===== config.mk =====
export PLATFORM = sky130hd
export DESIGN_NAME = sha256_padder
export DESIGN_NICKNAME = d
export VERILOG_FILES = /design/src/rtl/sha256_pkg.sv /design/src/rtl/sha256_pad_mask.sv /design/src/rtl/sha256_padder.sv
export SDC_FILE = /design/constraint.sdc
export NUM_CORES = 1
export LEC_CHECK = 0
export ABC_CLOCK_PERIOD_IN_PS = 4300
export BUFFER_PORTS_ARGS = -buffer_cell sky130_fd_sc_hd__buf_2
export CAP_MARGIN = 5
export CORE_AREA = 2 2 218 220
export DETAILED_ROUTE_END_ITERATION = 12
export DIE_AREA = 0 0 220 222
export PLACE_DENSITY_LB_ADDON = 0.3
export SYNTH_ARGS = -nofsm -noshare
export SYNTH_HDL_FRONTEND = slang
export SYNTH_HIERARCHICAL = 1
export SYNTH_SLANG_ARGS = --single-unit

===== constraint.sdc =====
create_clock -name clk -period 4.3 [get_ports clk]
set_input_delay 0.86 -clock clk [delete_from_list [all_inputs] [get_ports clk]]
set_output_delay 0.86 -clock clk [all_outputs]
set_load 0.02 [all_outputs]

===== src/rtl/sha256_pkg.sv =====
// Shared SHA-256 constants and the padder state encoding.
package sha256_pkg;

  localparam int unsigned BLOCK_W      = 512;
  localparam int unsigned WORD_W       = 32;
  localparam int unsigned NUM_WORDS    = BLOCK_W / WORD_W;
  localparam int unsigned LEN_BYTE_POS = 56;
  localparam logic [7:0]  PAD_BYTE     = 8'h80;

  // H(0) for SHA-256, word 0 in the top bits.
  localparam logic [255:0] INITIAL_HASH = {
    32'h6a09e667, 32'hbb67ae85, 32'h3c6ef372, 32'ha54ff53a,
    32'h510e527f, 32'h9b05688c, 32'h1f83d9ab, 32'h5be0cd19
  };

  typedef enum logic [2:0] {
    StIdle,
    StFill,
    StPad,
    StExtra,
    StIssue,
    StHold,
    StWaitDone
  } pad_state_e;

endpackage


===== src/rtl/sha256_pad_mask.sv =====
// Final-word masking: keeps the first nbytes bytes, drops the 0x80 marker right after them and
// zeros the rest. A full word (nbytes >= 4) passes through with no marker placed.
module sha256_pad_mask
  import sha256_pkg::*;
(
  input  logic [WORD_W-1:0] word,
  input  logic [2:0]        nbytes,
  output logic [WORD_W-1:0] masked,
  output logic              pad_placed
);

  // Select the surviving bytes and the marker position from the valid byte count.
  always_comb begin
    masked     = '0;
    pad_placed = 1'b1;
    case (nbytes)
      3'd0:    masked = {PAD_BYTE, 24'h000000};
      3'd1:    masked = {word[31:24], PAD_BYTE, 16'h0000};
      3'd2:    masked = {word[31:16], PAD_BYTE, 8'h00};
      3'd3:    masked = {word[31:8], PAD_BYTE};
      default: begin
        masked     = word;
        pad_placed = 1'b0;
      end
    endcase
  end

endmodule


===== src/rtl/sha256_padder.sv =====
// Message word stream -> padded 512-bit blocks for the SHA-256 core, paced by core pause/done.
module sha256_padder
  import sha256_pkg::*;
#(
  parameter int unsigned LEN_W = 64
) (
  input  logic               clk,
  input  logic               rst_n,
  input  logic               in_valid,
  output logic               in_ready,
  input  logic [WORD_W-1:0]  in_data,
  input  logic               in_last,
  input  logic [2:0]         in_nbytes,
  input  logic               core_pause,
  input  logic               core_done,
  output logic               blk_valid,
  output logic               blk_last,
  output logic [BLOCK_W-1:0] blk_data,
  output logic               busy
);

  pad_state_e        state_q;
  logic [WORD_W-1:0] blk_buf_q [NUM_WORDS];
  logic [3:0]        idx_q;
  logic [LEN_W-1:0]  len_q;
  logic [5:0]        p_q;        // byte position right after the last message byte
  logic              pad_done_q; // 0x80 marker already written for this message
  logic              last_f_q;
  logic              extra_q;    // a length-only block must follow the current one
  logic              blk_valid_q;
  logic              blk_last_q;

  logic [2:0]        nb_eff;
  logic [WORD_W-1:0] last_word;
  logic              pad_placed;
  logic [63:0]       len64;

  // Out-of-range byte counts are treated as a full word.
  assign nb_eff = (in_nbytes > 3'd4) ? 3'd4 : in_nbytes;
  assign len64  = 64'(len_q);

  sha256_pad_mask u_pad_mask (
    .word       (in_data),
    .nbytes     (nb_eff),
    .masked     (last_word),
    .pad_placed (pad_placed)
  );

  // Padder FSM: word capture, padding, block issue and core handshake.
  always_ff @(posedge clk) begin
    if (!rst_n) begin
      state_q     <= StIdle;
      idx_q       <= '0;
      len_q       <= '0;
      p_q         <= '0;
      pad_done_q  <= 1'b0;
      last_f_q    <= 1'b0;
      extra_q     <= 1'b0;
      blk_valid_q <= 1'b0;
      blk_last_q  <= 1'b0;
      for (int i = 0; i < NUM_WORDS; i++) blk_buf_q[i] <= '0;
    end else begin
      blk_valid_q <= 1'b0;
      blk_last_q  <= 1'b0;
      unique case (state_q)
        StIdle: state_q <= StFill;
        StFill: begin
          if (in_valid) begin
            // First word of a block wipes the previous block so no stale words survive.
            if (idx_q == 4'd0) begin
              for (int i = 0; i < NUM_WORDS; i++) blk_buf_q[i] <= '0;
            end
            blk_buf_q[idx_q] <= in_last ? last_word : in_data;
            idx_q <= idx_q + 4'd1;
            if (in_last) begin
              len_q      <= len_q + LEN_W'({nb_eff, 3'b000});
              p_q        <= {idx_q, 2'b00} + 6'(nb_eff);
              pad_done_q <= pad_placed;
              if (idx_q == 4'd15 && !pad_placed) begin
                last_f_q <= 1'b0;
                extra_q  <= 1'b1;
                state_q  <= StIssue;
              end else begin
                state_q <= StPad;
              end
            end else begin
              len_q <= len_q + LEN_W'(WORD_W);
              if (idx_q == 4'd15) begin
                last_f_q <= 1'b0;
                extra_q  <= 1'b0;
                state_q  <= StIssue;
              end
            end
          end
        end
        StPad: begin
          // A full final word leaves the marker for the start of the next word.
          if (!pad_done_q) blk_buf_q[p_q[5:2]][31:24] <= PAD_BYTE;
          pad_done_q <= 1'b1;
          if (p_q < 6'(LEN_BYTE_POS)) begin
            blk_buf_q[NUM_WORDS-2] <= len64[63:32];
            blk_buf_q[NUM_WORDS-1] <= len64[31:0];
            last_f_q <= 1'b1;
            extra_q  <= 1'b0;
          end else begin
            last_f_q <= 1'b0;
            extra_q  <= 1'b1;
          end
          state_q <= StIssue;
        end
        StExtra: begin
          for (int i = 1; i < NUM_WORDS - 2; i++) blk_buf_q[i] <= '0;
          blk_buf_q[0]           <= pad_done_q ? '0 : {PAD_BYTE, 24'h000000};
          blk_buf_q[NUM_WORDS-2] <= len64[63:32];
          blk_buf_q[NUM_WORDS-1] <= len64[31:0];
          pad_done_q <= 1'b1;
          last_f_q   <= 1'b1;
          extra_q    <= 1'b0;
          state_q    <= StIssue;
        end
        StIssue: begin
          if (!core_pause) begin
            blk_valid_q <= 1'b1;
            blk_last_q  <= last_f_q;
            state_q     <= last_f_q ? StWaitDone : StHold;
          end
        end
        StHold: begin
          // One dead cycle lets the core raise pause before the next block is offered.
          if (extra_q) begin
            state_q <= StExtra;
          end else begin
            idx_q   <= '0;
            state_q <= StFill;
          end
        end
        StWaitDone: begin
          if (core_done) begin
            len_q   <= '0;
            idx_q   <= '0;
            state_q <= StFill;
          end
        end
        default: state_q <= StIdle;
      endcase
    end
  end

  for (genvar g = 0; g < NUM_WORDS; g++) begin : g_blk_data
    assign blk_data[BLOCK_W-1-WORD_W*g -: WORD_W] = blk_buf_q[g];
  end

  assign in_ready  = (state_q == StFill);
  assign blk_valid = blk_valid_q;
  assign blk_last  = blk_last_q;
  // Sitting in FILL with nothing accepted yet is the only non-idle quiet point.
  assign busy      = (state_q != StIdle) &&
                     !(state_q == StFill && idx_q == 4'd0 && len_q == '0);

endmodule


==> flow_metrics.py <==
metrics = {
    "status": {
        "status": "finished clean",
    },
    "timing": {
        "relSlewSlack_pct": 17.0,
        "finalWorstSetupSlack_ns": 0.609,
        "min_period_ns": 3.69,
        "finalSetupViolations": 0,
        "clock_skew_ns": 0.0288,
        "tns_ns": 0,
        "final-max-slew-violation-count": 0,
        "hold_viol": 0,
        "fmax_mhz": 271,
        "worst_pin_slew_ns": 1.22,
        "rsz0062_at_grt": "no",
        "fin_crit_sh_pct": 85.8,
    },
    "detailed_routing": {
        "drt_iter0_drc": 2516,
        "wire_per_inst_um": 26.3,
        "drc_errors": 0,
        "avgViaCountPerCell": 5.85,
        "routed_wl_um": 81400,
        "ant_nets": 0,
        "num_vias": 18129,
        "drtPass1Iterations": 5,
    },
    "worst_hold_path": {
        "hold_end": "blk_valid",
        "hold_path.class": "in -> reg",
        "hold-path-cell-count": 2,
        "hp-start": "core_pause",
    },
    "layout": {
        "stdcell_area_mm2": 0.0293,
        "final_layout_size_suffix_gt1_share_pct": 32.7,
        "ff_latch_area_mm2": 0.0169,
        "final.fill_count": 3565,
        "syn2layout_area_growth_pct": 24.9,
        "final_core_util_pct": 63.3,
        "multi_input_area_mm2": 0.00616,
        "final_cell_count_no_fill": 3099,
        "final_nets": 2493,
    },
    "power_and_ir_drop": {
        "p_int_mw": 10.0,
        "p_leak_nw": 12.0,
        "p_clk_share_pct": 38.4,
        "comb_power_share_pct": 12.0,
        "ir_worst_vdd_uv": 384,
        "power.switching_mw": 3.51,
        "switching_share_pct": 26.0,
        "pwr-share-seq_pct": 49.6,
        "powerDensity_mw_per_mm2": 462,
    },
    "global_routing": {
        "grt_max_degree": 44,
        "antenna_found_initial": 3,
        "overflow": 0,
        "grt_use_total_pct": 32.7,
        "grt_pass1_wl_um": 115000,
        "grt_pass1_vias": 16982,
    },
    "clock_network": {
        "clock_sinks": 589,
        "tritoncts": "done",
        "clk_pin_slew_ns": 0.07,
        "clk_path_buf_depth": 3,
        "ctsHoldBuffers": 0,
        "cts_setup_buffers": 0,
        "cts_resized": 0,
        "insertion_delay_ns": 0.63,
        "numCtsBuffers": 56,
        "htree_num_levels": 2,
        "clockRootBuffer": "clkbuf_16",
    },
    "logic_synthesis": {
        "async_flop_share_pct": 0,
        "ys.flop_type": "edfxtp_1",
        "mappedNetlistArea_mm2": 0.0234,
        "synth_nets": 1927,
        "synthTopCellsByArea": "edfxtp_1, nor2_1, dfxtp_1",
        "synth.distinct_cells": 69,
        "synth.top_cell.area_share_pct": 65.6,
        "yosys.area.top_type": "edfxtp_1",
        "syn_area_per_cell_um2": 12.5,
        "synthCells": 1877,
        "synth_warnings": 6,
        "ys_seq_area_share_pct": 72.2,
        "synth-edff-count": 512,
        "synth_seq_cells": 589,
    },
    "critical_path": {
        "regToRegSetupSlack_ns": 0.94,
        "path_depth": 5,
        "start_kind": "flop",
        "slowest_delay_ns": 0.68,
        "worstReg2RegEnd": "blk_buf_q[12][13]",
        "cp_num_buf_inv": 1,
        "crit_chain": "nor4_1 -> nand4_1 -> nor4_1 -> a31oi_1 -> buf_2",
        "crit_path_max_fanout": 7,
        "cp.required_ns": 3.44,
        "critPathKind": "reg -> out",
        "worstRegToRegCells": 7,
        "worst_setup_path_end_kind": "output port",
        "r2r_start": "state_q[1]",
        "crit_family": "simple AND/OR/NAND/NOR gates",
        "cp.arrival_ns": 2.83,
        "crit_path_frequent_cell": "nor4_1",
        "slowest_stage": "nor4_1",
    },
    "placed_design": {
        "post-place-ws_ns": 0.501,
        "port_buffers": 556,
        "globalplace.congestion": 0.926,
        "placedCellCount": 2992,
        "hpwl_um": 56800,
        "dpl_cell_area_mm2": 0.0273,
    },
    "die": {
        "initial_core_util_pct": 50.6,
        "rows": 79,
        "core_area_mm2": 0.0463,
        "die_x_um": 220,
        "die_area_mm2": 0.0488,
        "pin_count": 557,
        "dieHeight_um": 222,
    },
    "job": {
        "max-cap-violations": 0,
    },
}
[cells by family (layout without fill, tap and decap cells)]
logic type	Yosys count	after routing	synth area share [%]
compound gates	196	196	4.81
xor+xnor	27	27	1.01
fa+ha+maj	9	9	0.513
buf+inv	151	765	2.71
flops	589	589	72.2
mux	51	51	2.24
other cells	0	1	0
simple gates	854	854	16.5
[how the worst max path moves through the flow]
stage / startpoint / endpoint / slack, ns
2_1_floorplan: rst_n / blk_buf_q[4][0] / 0.94
3_3_place_gp: in_nbytes[2] / len64[45] / 0.60
3_5_place_dp: in_nbytes[2] / len64[45] / 0.50
4_1_cts: len64[30] / busy / 0.63
5_1_grt: len64[30] / busy / 0.65
6_report: len64[30] / busy / 0.61
[layer usage]
layer  track usage, %  wire length [um]
met1             43.2             29500
met3             6.87              9020
met2             52.4             39100
met4             14.2              3750
met5                0                 7
[power by group through the flow]
stage	clock (mW)	sequential (mW)	combinational, mW
floorplan	0	7.25	0.364
global placement	0	6.82	1.59
detailed placement	0	6.83	1.61
CTS	5.20	6.71	1.61
global route	5.42	6.73	1.67
finish	5.19	6.71	1.62
[cell usage in the layout, fill, tap and decap left out, types with 10 or more instances in the layout]
cell type and count:
o21ai_0 101, buf_2 555, and2_1 15, dfxtp_1 77, clkbuf_1 13, nand3_1 37
nand2_1 133, edfxtp_1 512, buf_4 87, inv_1 16, o31ai_1 13, clkinv_1 13
mux2i_4 15, clkbuf_16 57, a21oi_1 45, nor2_1 472, nor4_1 20, mux2i_1 11
nor2b_1 22, xor2_1 18, nor2_2 28, mux2i_2 16, bufinv_16 10, nand4_1 32
or4_1 12, or3_1 25
[metrics by stage]
step / power [mW] / hold WS (ns)
after floorplan: 7.61 / 0.460
after global routing: 13.8 / 0.477
after global placement: 8.41 / 0.494
after detailed placement: 8.43 / 0.512
final: 13.5 / 0.483
after CTS: 13.5 / 0.450
[sequential cells by signal, indices dropped and copies added, names as in the netlist, 3 cells and up]
| signal | cells |
|---|---|
| state_q | 3 |
| len64 | 61 |
| idx_q | 4 |
| p_q | 4 |
| blk_buf_q | 512 |
[area by class of cell]
type | count | area share (%)
clock inverters | 36 | 1.50
diodes | 1 | 0.00855
clock buffers | 70 | 5.04
inverters | 16 | 0.205
flip-flops and latches | 589 | 57.8
well taps | 607 | 2.60
repair buffers | 643 | 11.8
multi-input cells | 1137 | 21.0
[synth_stat cells (3+ instances only)]
master and instances:
a31oi_1 3, xnor2_1 9, or3_1 26, nand2_1 133, nand3_1 41, o21ai_0 102
edfxtp_1 512, a21boi_0 6, and2b_1 5, dfxtp_1 77, nor4_1 20, buf_1 4
or2_2 3, a21oi_1 46, mux2i_1 42, nand2b_1 6, xor2_1 18, and2_1 16
and3_1 8, or4_1 12, nand4_1 32, o31ai_1 15, mux2_2 8, buf_2 15
ha_1 8, nand4b_1 4, nor3_1 9, nor2b_1 22, buf_6 4, nor2_2 28
o21a_1 3, inv_1 16, nor2_1 472, clkbuf_1 108
(Power assumes the default switching activity.)
